<file path="config.mk">
export PLATFORM = sky130hd
export DESIGN_NAME = memory_arbiter
export DESIGN_NICKNAME = d
export VERILOG_FILES = /design/src/rtl/cpu_types_pkg.sv /design/src/rtl/memory_arbiter.sv
export SDC_FILE = /design/constraint.sdc
export NUM_CORES = 1
export LEC_CHECK = 0
export ABC_AREA = 1
export CAP_MARGIN = 20
export CORE_ASPECT_RATIO = 0.6
export CORE_MARGIN = 10
export CORE_UTILIZATION = 33
export DETAILED_ROUTE_END_ITERATION = 8
export PLACE_DENSITY = 0.89
export SLEW_MARGIN = 10
export SYNTH_ARGS = -nofsm -noshare
export SYNTH_HDL_FRONTEND = slang
export SYNTH_SLANG_ARGS = --single-unit
</file>
<file path="constraint.sdc">
create_clock -name CLK -period 1.6 [get_ports CLK]
set_input_delay 0.32 -clock CLK [delete_from_list [all_inputs] [get_ports CLK]]
set_output_delay 0.32 -clock CLK [all_outputs]
set_load 0.01 [all_outputs]
</file>
<file path="src/rtl/cpu_types_pkg.sv">
// Shared CPU types: RAM word, RAM handshake state and arbiter state.
// MEM_ARB_MAX_DSTREAK is the default data-streak limit for memory_arbiter.
package cpu_types_pkg;

  typedef logic [31:0] word_t;

  typedef enum logic [1:0] {
    FREE,
    BUSY,
    ACCESS,
    ERROR
  } ramstate_t;

  typedef enum logic [1:0] {
    IDLE,
    IGRANT,
    DGRANT
  } arbstate_t;

  localparam int MEM_ARB_MAX_DSTREAK = 4;

endpackage

</file>
<file path="src/rtl/memory_arbiter.sv">
// Arbitrates icache/dcache miss ports onto one RAM port, data first.
// Define MEM_ARB_FAIR_EN to bound data streaks while iREN is pending.
module memory_arbiter
  import cpu_types_pkg::*;
#(
  parameter int MAX_DSTREAK = MEM_ARB_MAX_DSTREAK
) (
  input  logic      CLK,
  input  logic      nRST,
  input  logic      iREN,
  input  word_t     iaddr,
  output logic      iwait,
  output word_t     iload,
  input  logic      dREN,
  input  logic      dWEN,
  input  word_t     daddr,
  input  word_t     dstore,
  output logic      dwait,
  output word_t     dload,
  output logic      ramREN,
  output logic      ramWEN,
  output word_t     ramaddr,
  output word_t     ramstore,
  input  word_t     ramload,
  input  ramstate_t ramstate
);

  arbstate_t state_q, state_d;
  word_t     ihold_q, ihold_d;
  word_t     dhold_q, dhold_d;
  logic      icomp, dcomp;
  logic      dreq;
  logic      fair_block;

  assign dreq = dREN | dWEN;

`ifdef MEM_ARB_FAIR_EN
  localparam int SW = $clog2(MAX_DSTREAK + 1);

  logic [SW-1:0] streak_q, streak_d;

  assign fair_block = iREN && (streak_q == SW'(MAX_DSTREAK));

  always_comb begin
    streak_d = streak_q;
    if (!iREN || icomp) begin
      streak_d = '0;
    end else if (dcomp && streak_q != SW'(MAX_DSTREAK)) begin
      streak_d = streak_q + 1'b1;
    end
  end

  always_ff @(posedge CLK or negedge nRST) begin
    if (!nRST) begin
      streak_q <= '0;
    end else begin
      streak_q <= streak_d;
    end
  end
`else
  logic unused_maxd;

  assign fair_block  = 1'b0;
  assign unused_maxd = (MAX_DSTREAK > 0);
`endif

  always_comb begin
    state_d  = state_q;
    ramREN   = 1'b0;
    ramWEN   = 1'b0;
    ramaddr  = '0;
    ramstore = '0;
    iwait    = 1'b1;
    dwait    = 1'b1;
    iload    = ihold_q;
    dload    = dhold_q;
    icomp    = 1'b0;
    dcomp    = 1'b0;
    unique case (state_q)
      IDLE: begin
        if (dreq && !fair_block) begin
          state_d = DGRANT;
        end else if (iREN) begin
          state_d = IGRANT;
        end
      end
      IGRANT: begin
        ramREN  = iREN;
        ramaddr = iaddr;
        if (!iREN) begin
          state_d = IDLE;
        end else if (ramstate == ACCESS) begin
          icomp   = 1'b1;
          iwait   = 1'b0;
          iload   = ramload;
          state_d = IDLE;
        end else if (ramstate == ERROR) begin
          state_d = IDLE;
        end
      end
      DGRANT: begin
        ramREN   = dREN & ~dWEN;
        ramWEN   = dWEN;
        ramaddr  = daddr;
        ramstore = dstore;
        if (!dreq) begin
          state_d = IDLE;
        end else if (ramstate == ACCESS) begin
          dcomp   = 1'b1;
          dwait   = 1'b0;
          dload   = ramload;
          state_d = IDLE;
        end else if (ramstate == ERROR) begin
          state_d = IDLE;
        end
      end
      default: state_d = IDLE;
    endcase
  end

  // icache writes its line the cycle after iwait drops, so hold the word
  assign ihold_d = icomp ? ramload : ihold_q;
  assign dhold_d = dcomp ? ramload : dhold_q;

  always_ff @(posedge CLK or negedge nRST) begin
    if (!nRST) begin
      state_q <= IDLE;
      ihold_q <= '0;
      dhold_q <= '0;
    end else begin
      state_q <= state_d;
      ihold_q <= ihold_d;
      dhold_q <= dhold_d;
    end
  end

endmodule
</file>
==> flow_metrics.env <==
export IMPL_wl_met1_um=9243
export IMPL_die_h_um=104.5
export IMPL_finalSetupViolCount=150
export IMPL_met2_length_um=13430
export IMPL_p_leak_nw=4.829
export IMPL_cts_clk_slew_worst_paths_ns=0.06
export IMPL_path_class="register to output port"
export IMPL_rows=30
export IMPL_power_density_nw_per_um2=1625
export IMPL_syn_to_final_growth_pct=149.7
export IMPL_cts_made_buffers=9
export IMPL_drc_errors=0
export IMPL_fin_cells=1106
export IMPL_gp_congestion=0.8186
export IMPL_drv_slew=0
export IMPL_cts_max_path_buffers=2
export IMPL_tightest_slew_ns=0.4308
export IMPL_yosysSeqAreaShare_pct=42.08
export IMPL_grt_pass1_wl_um=31320
export IMPL_fin_crit_sh_pct=138.1
export IMPL_status="finished, violations left"
export IMPL_drt_iter0_drc=396
export IMPL_topRoutingLayerUsed="met4"
export IMPL_grt_usage_pct=23.21
export IMPL_synth_nets=665
export IMPL_layout_min_cycle_time_ns=2.209
export IMPL_core_area_um2=11450
export IMPL_violations="negative setup slack"
export IMPL_vdd_drop_max_mv=1.055
export IMPL_tritoncts="done"
export IMPL_start_util_pct=34.28
export IMPL_drive_gt1_share_pct=60.36
export IMPL_syn_cell_area_um2=3925
export IMPL_io_buffers=266
export IMPL_grt_start_max_net_pins=55
export IMPL_ant_nets=0
export IMPL_globalRouteOverflowTotal=0
export IMPL_met3_length_um=1974
export IMPL_dieArea_um2=16800
export IMPL_relSlewSlack_pct=71.28
export IMPL_via_per_inst=5.249
export IMPL_rr_startpoint="state_q[1]"
export IMPL_syn_inst=526
export IMPL_fmax_mhz=452.6
export IMPL_maxCapViolCount=0
export IMPL_critPathLaunchType="register"
export IMPL_clockRootBuffer="clkbuf_16"
export IMPL_clk_latency_ns=0.33
export IMPL_io_pins=267
export IMPL_hold_viol=0
export IMPL_worst_path_max_fanout=6
export IMPL_synthTopCellsByArea="dfrtp_1 (42%), nand2_1 (15%), o21ai_0 (7.7%), inv_1 (7.0%), o21ai_2 (6.7%)"
export IMPL_wl_um=25850
export IMPL_cp_arrival_ns=1.89
export IMPL_startpoint="state_q[1]"
export IMPL_skew_ns=0.01025
export IMPL_yosysUniqueCellTypes=21
export IMPL_hpwl_um=13860
export IMPL_yosys_warnings=0
export IMPL_vias=5805
export IMPL_first_pass_iters=7
export IMPL_ys_ff_latch=66
export IMPL_avgRoutedWirePerCell_um=23.37
export IMPL_place_inst=1008
export IMPL_rsz0062_at_grt="true"
export IMPL_postPlaceCellArea_um2=7556
export IMPL_grt_pass1_vias=5655
export IMPL_numClockSinks=66
export IMPL_antenna_found_initial=0
export IMPL_worstSetupEndpointType="output port"
export IMPL_hold_class="input port to async pin"
export IMPL_synth_top_area_cell="dfrtp_1"
export IMPL_die_x_um=160.8
export IMPL_design_area_um2=9799
export IMPL_final_common_cell="clkdlybuf4s50_1"
export IMPL_n_antenna_cell=0
export IMPL_cts_max_level=3
export IMPL_synth_top_area_share_pct=42.08
export IMPL_syn_avg_cell_area_um2=7.462
export IMPL_fin_nets=1080
export IMPL_fin_ws_ns=-0.6093
export IMPL_pre_cts_ws_ns=-1.034
export IMPL_final_cell_mix="clkdlybuf4s50_1 (131), buf_6 (100), buf_4 (82)"
export IMPL_required_ns=1.28
-- where the power goes --
| group | leakage, nW | internal [mW] | total, mW | switching [mW] |
|---|---|---|---|---|
| logic | 3.83 | 5.41 | 10.8 | 5.35 |
| clock network | 0.151 | 1.36 | 2.16 | 0.794 |
| registers | 0.847 | 2.38 | 3.00 | 0.620 |
-- metal layers --
layer	vias to the layer above	track usage, %
li1	2524	-
met1	2785	25.91
met2	386	40.72
met3	110	8.103
met4	0	6.856
met5	-	0
-- stage by stage --
stage / setup TNS [ns] / util [%] / power, mW / hold WS (ns)
3_5_place_dp: -99.41 / 66.00 / 10.37 / 0.2285
4_1_cts: -58.47 / 74.87 / 13.11 / 0.4103
6_report: -65.11 / 85.60 / 15.92 / 0.4408
2_1_floorplan: -0.8366 / - / 5.953 / 0.02441
3_3_place_gp: -92.79 / 66.00 / 10.16 / 0.2297
5_1_grt: -75.53 / 85.60 / 16.57 / 0.4603
-- critical path: stages, from the launching register on --
cell     delay, ns
dfrtp_1       0.42
inv_2         0.12
ha_4          0.18
buf_6         0.11
nand3_4       0.20
buf_8         0.24
nand2_4       0.08
o21ai_4       0.06
buf_6         0.13
-- Yosys cell counts, drive strengths merged --
cell / instances
nand3b: 1
nand2: 172
nor2: 4
o21ai: 128
a21oi: 33
nand4: 2
nand3: 7
ha: 4
dfrtp: 66
buf: 20
inv: 74
clkbuf: 15
-- logic make-up (layout without fill, tap and decap cells) --
logic type	Yosys count	after routing	synth area share, %
and+or+nand+nor	186	187	21.01
AOI/OAI and AO/OA	161	161	23.40
buffers and inverters	109	528	12.24
adders and majority gates	4	4	1.275
DFF	66	66	42.08
-- state kept, by name (all words and copies together) (netlist names) --
register / count
state_q: 2
ihold_q: 32
dhold_q: 32
-- worst paths after layout --
check,endpoint,slack [ns],cells past startpoint
min in group CLK,dhold_q[7],0.51,2
worst max register to register,ihold_q[16],-0.24,9
worst max-delay path,iload[7],-0.61,8
worst min-delay path,dhold_q[20],0.44,2
max in group asynchronous,state_q[0],0.54,3
worst min register to register,dhold_q[7],0.51,2
-- final cells by class --
type	instances	area (um2)
clock buffer	9	225.2
clock inverter	7	93.84
fill	506	1649
inverter	74	287.8
multi-input combinational	352	2960
sequential	66	1653
tap	160	200.2
timing repair buffer	438	4379
-- repair_timing --
item | CTS | global route
gates resized for setup | 678 | 317
hold buffers | 1 | 0
gates cloned | 13 | 4
pin swaps | 10 | 30
buffers inserted | 47 | 28
hold endpoints to repair | 12 | 0
endpoints found under the setup margin | 135 | 154
Note: power is estimated with default switching activity, not from simulation.
==> edit: new RTL, same flow settings <==
Add a define of `MEM_ARB_FAIR_EN`.
--- a/src/rtl/memory_arbiter.sv
+++ b/src/rtl/memory_arbiter.sv
@@ -1,5 +1,7 @@
 // Arbitrates icache/dcache miss ports onto one RAM port, data first.
 // Define MEM_ARB_FAIR_EN to bound data streaks while iREN is pending.
+`define MEM_ARB_FAIR_EN
+
 module memory_arbiter
   import cpu_types_pkg::*;
 #(
Check against the original RTL: no difference found for any inputs over 4 cycles, from zero or initial values and one cycle with nRST low; that may be too few to reach the edited logic, so the function may still have changed.
==> edit against the unedited design <==
The run still ends with setup timing left; design area decreased by 1.7%; die area is 0.35% higher; global-route usage increased by 1.2 points; routed wire length up 0.26%; non-clock buffer count shrank 13; sequential power grew 4%; sequential cell count increased by 3; power grew 0.99%; worst setup slack lost 170 ps; area after synthesis rose by 0.41%; register-to-register slack better by 20 ps; utilization is 1.7 points lower; critical path type unchanged; largest power group unchanged.
==> edit: results <==
set metrics [dict create \
    setup_slack_ps -778 \
    multiInputGateArea_um2 2830 \
    nFillCells 573 \
    hpwl_um 13200 \
    critPathCapture "dload[24]" \
    track_usage_pct 24.5 \
    top_regs "dhold_q (32), ihold_q (32), streak_q (3)" \
    m1WireLength_um 9320 \
    synthAdderAreaFrac_pct 1.90 \
    antenna_found_initial 1 \
    routabilityCongestion 0.879 \
    cp_data_arrival_time_ps 2060 \
    grt_pass1_wl_um 33500 \
    clock_buffers 10 \
    r2r_setup_slack_ps -220 \
    wl_met3_um 2070 \
    maxSlewHeadroom_pct 81.2 \
    worstReg2RegEnd "dhold_q[30]$_DFFE_PN0N_" \
    drive_gt1_share_pct 52.9 \
    antennaDiodeCount 1 \
    synthXorXnorAreaFrac_pct 0.222 \
    grt_use_met3_pct 6.94 \
    wirelength_um 25900 \
    synth_area_leaders "dfrtp_1, nand2_1, o21ai_1" \
    leakage_nw 4.79 \
    synth_compound_area_share_pct 20.4 \
    reg2reg_from "state_q[0]$_DFFE_PN0P_" \
    outcome "complete, but fails checks" \
    synthesis.nets 698 \
    postCtsSetupBuffers 56 \
    p_sw_share_pct 41.7 \
    signal_buffers 425 \
    critical_path.max_fanout 9 \
    finalSetupViolCount 170 \
    num-nets-final 1100 \
    synth-seq-area-share_pct 43.8 \
    met2_length_um 13000 \
    drtIter0Drc 478 \
    grtUsageMet1_pct 26.7 \
    vias 6005 \
    fin_worst_skew_ps 5.92 \
    cts-resized-gates 692 \
    grt_max_degree 41 \
    fin_setup_tns_ps -81770 \
    violations "setup timing" \
    drtPass1Iterations 5 \
    bufAreaShareNonClock_pct 43.8 \
    multi_input_cells 374 \
    design.seq.count 69 \
    inv_count 80 \
    grtUsageMet2_pct 44.0 \
    clock_area_share_pct 3.53 \
]
[edit: changes by cell type after synthesis, sizes merged]
cell / change
xnor2: +1
dfrtp: +3
nand2: +11
nand3: +6
inv: +6
nand4: -2
ha: +2
nor2: +4
[edit: stage by stage]
stage | area [um^2] | std cells | hold WS (ps) | setup WS (ps) | utilization, %
finish | 9630 | 1125 | 400 | -778 | 83.9
global route | 9630 | 1125 | 413 | -836 | 83.9
CTS | 9040 | 1106 | 401 | -668 | 78.7
detailed placement | 7620 | 1016 | 206 | -877 | 66.3
global placement | 7620 | 1016 | 201 | -848 | 66.3
floorplan | 4330 | 557 | 24.4 | -101 | -
[edit: power by group through the flow]
stage	clock network (mW)	registers, mW	logic, mW
after CTS	2.30	2.88	9.23
after floorplan	0	2.72	3.63
after global placement	0	2.76	7.82
after detailed placement	0	2.78	7.99
final	2.32	3.12	10.6
after global routing	2.43	3.16	11.2
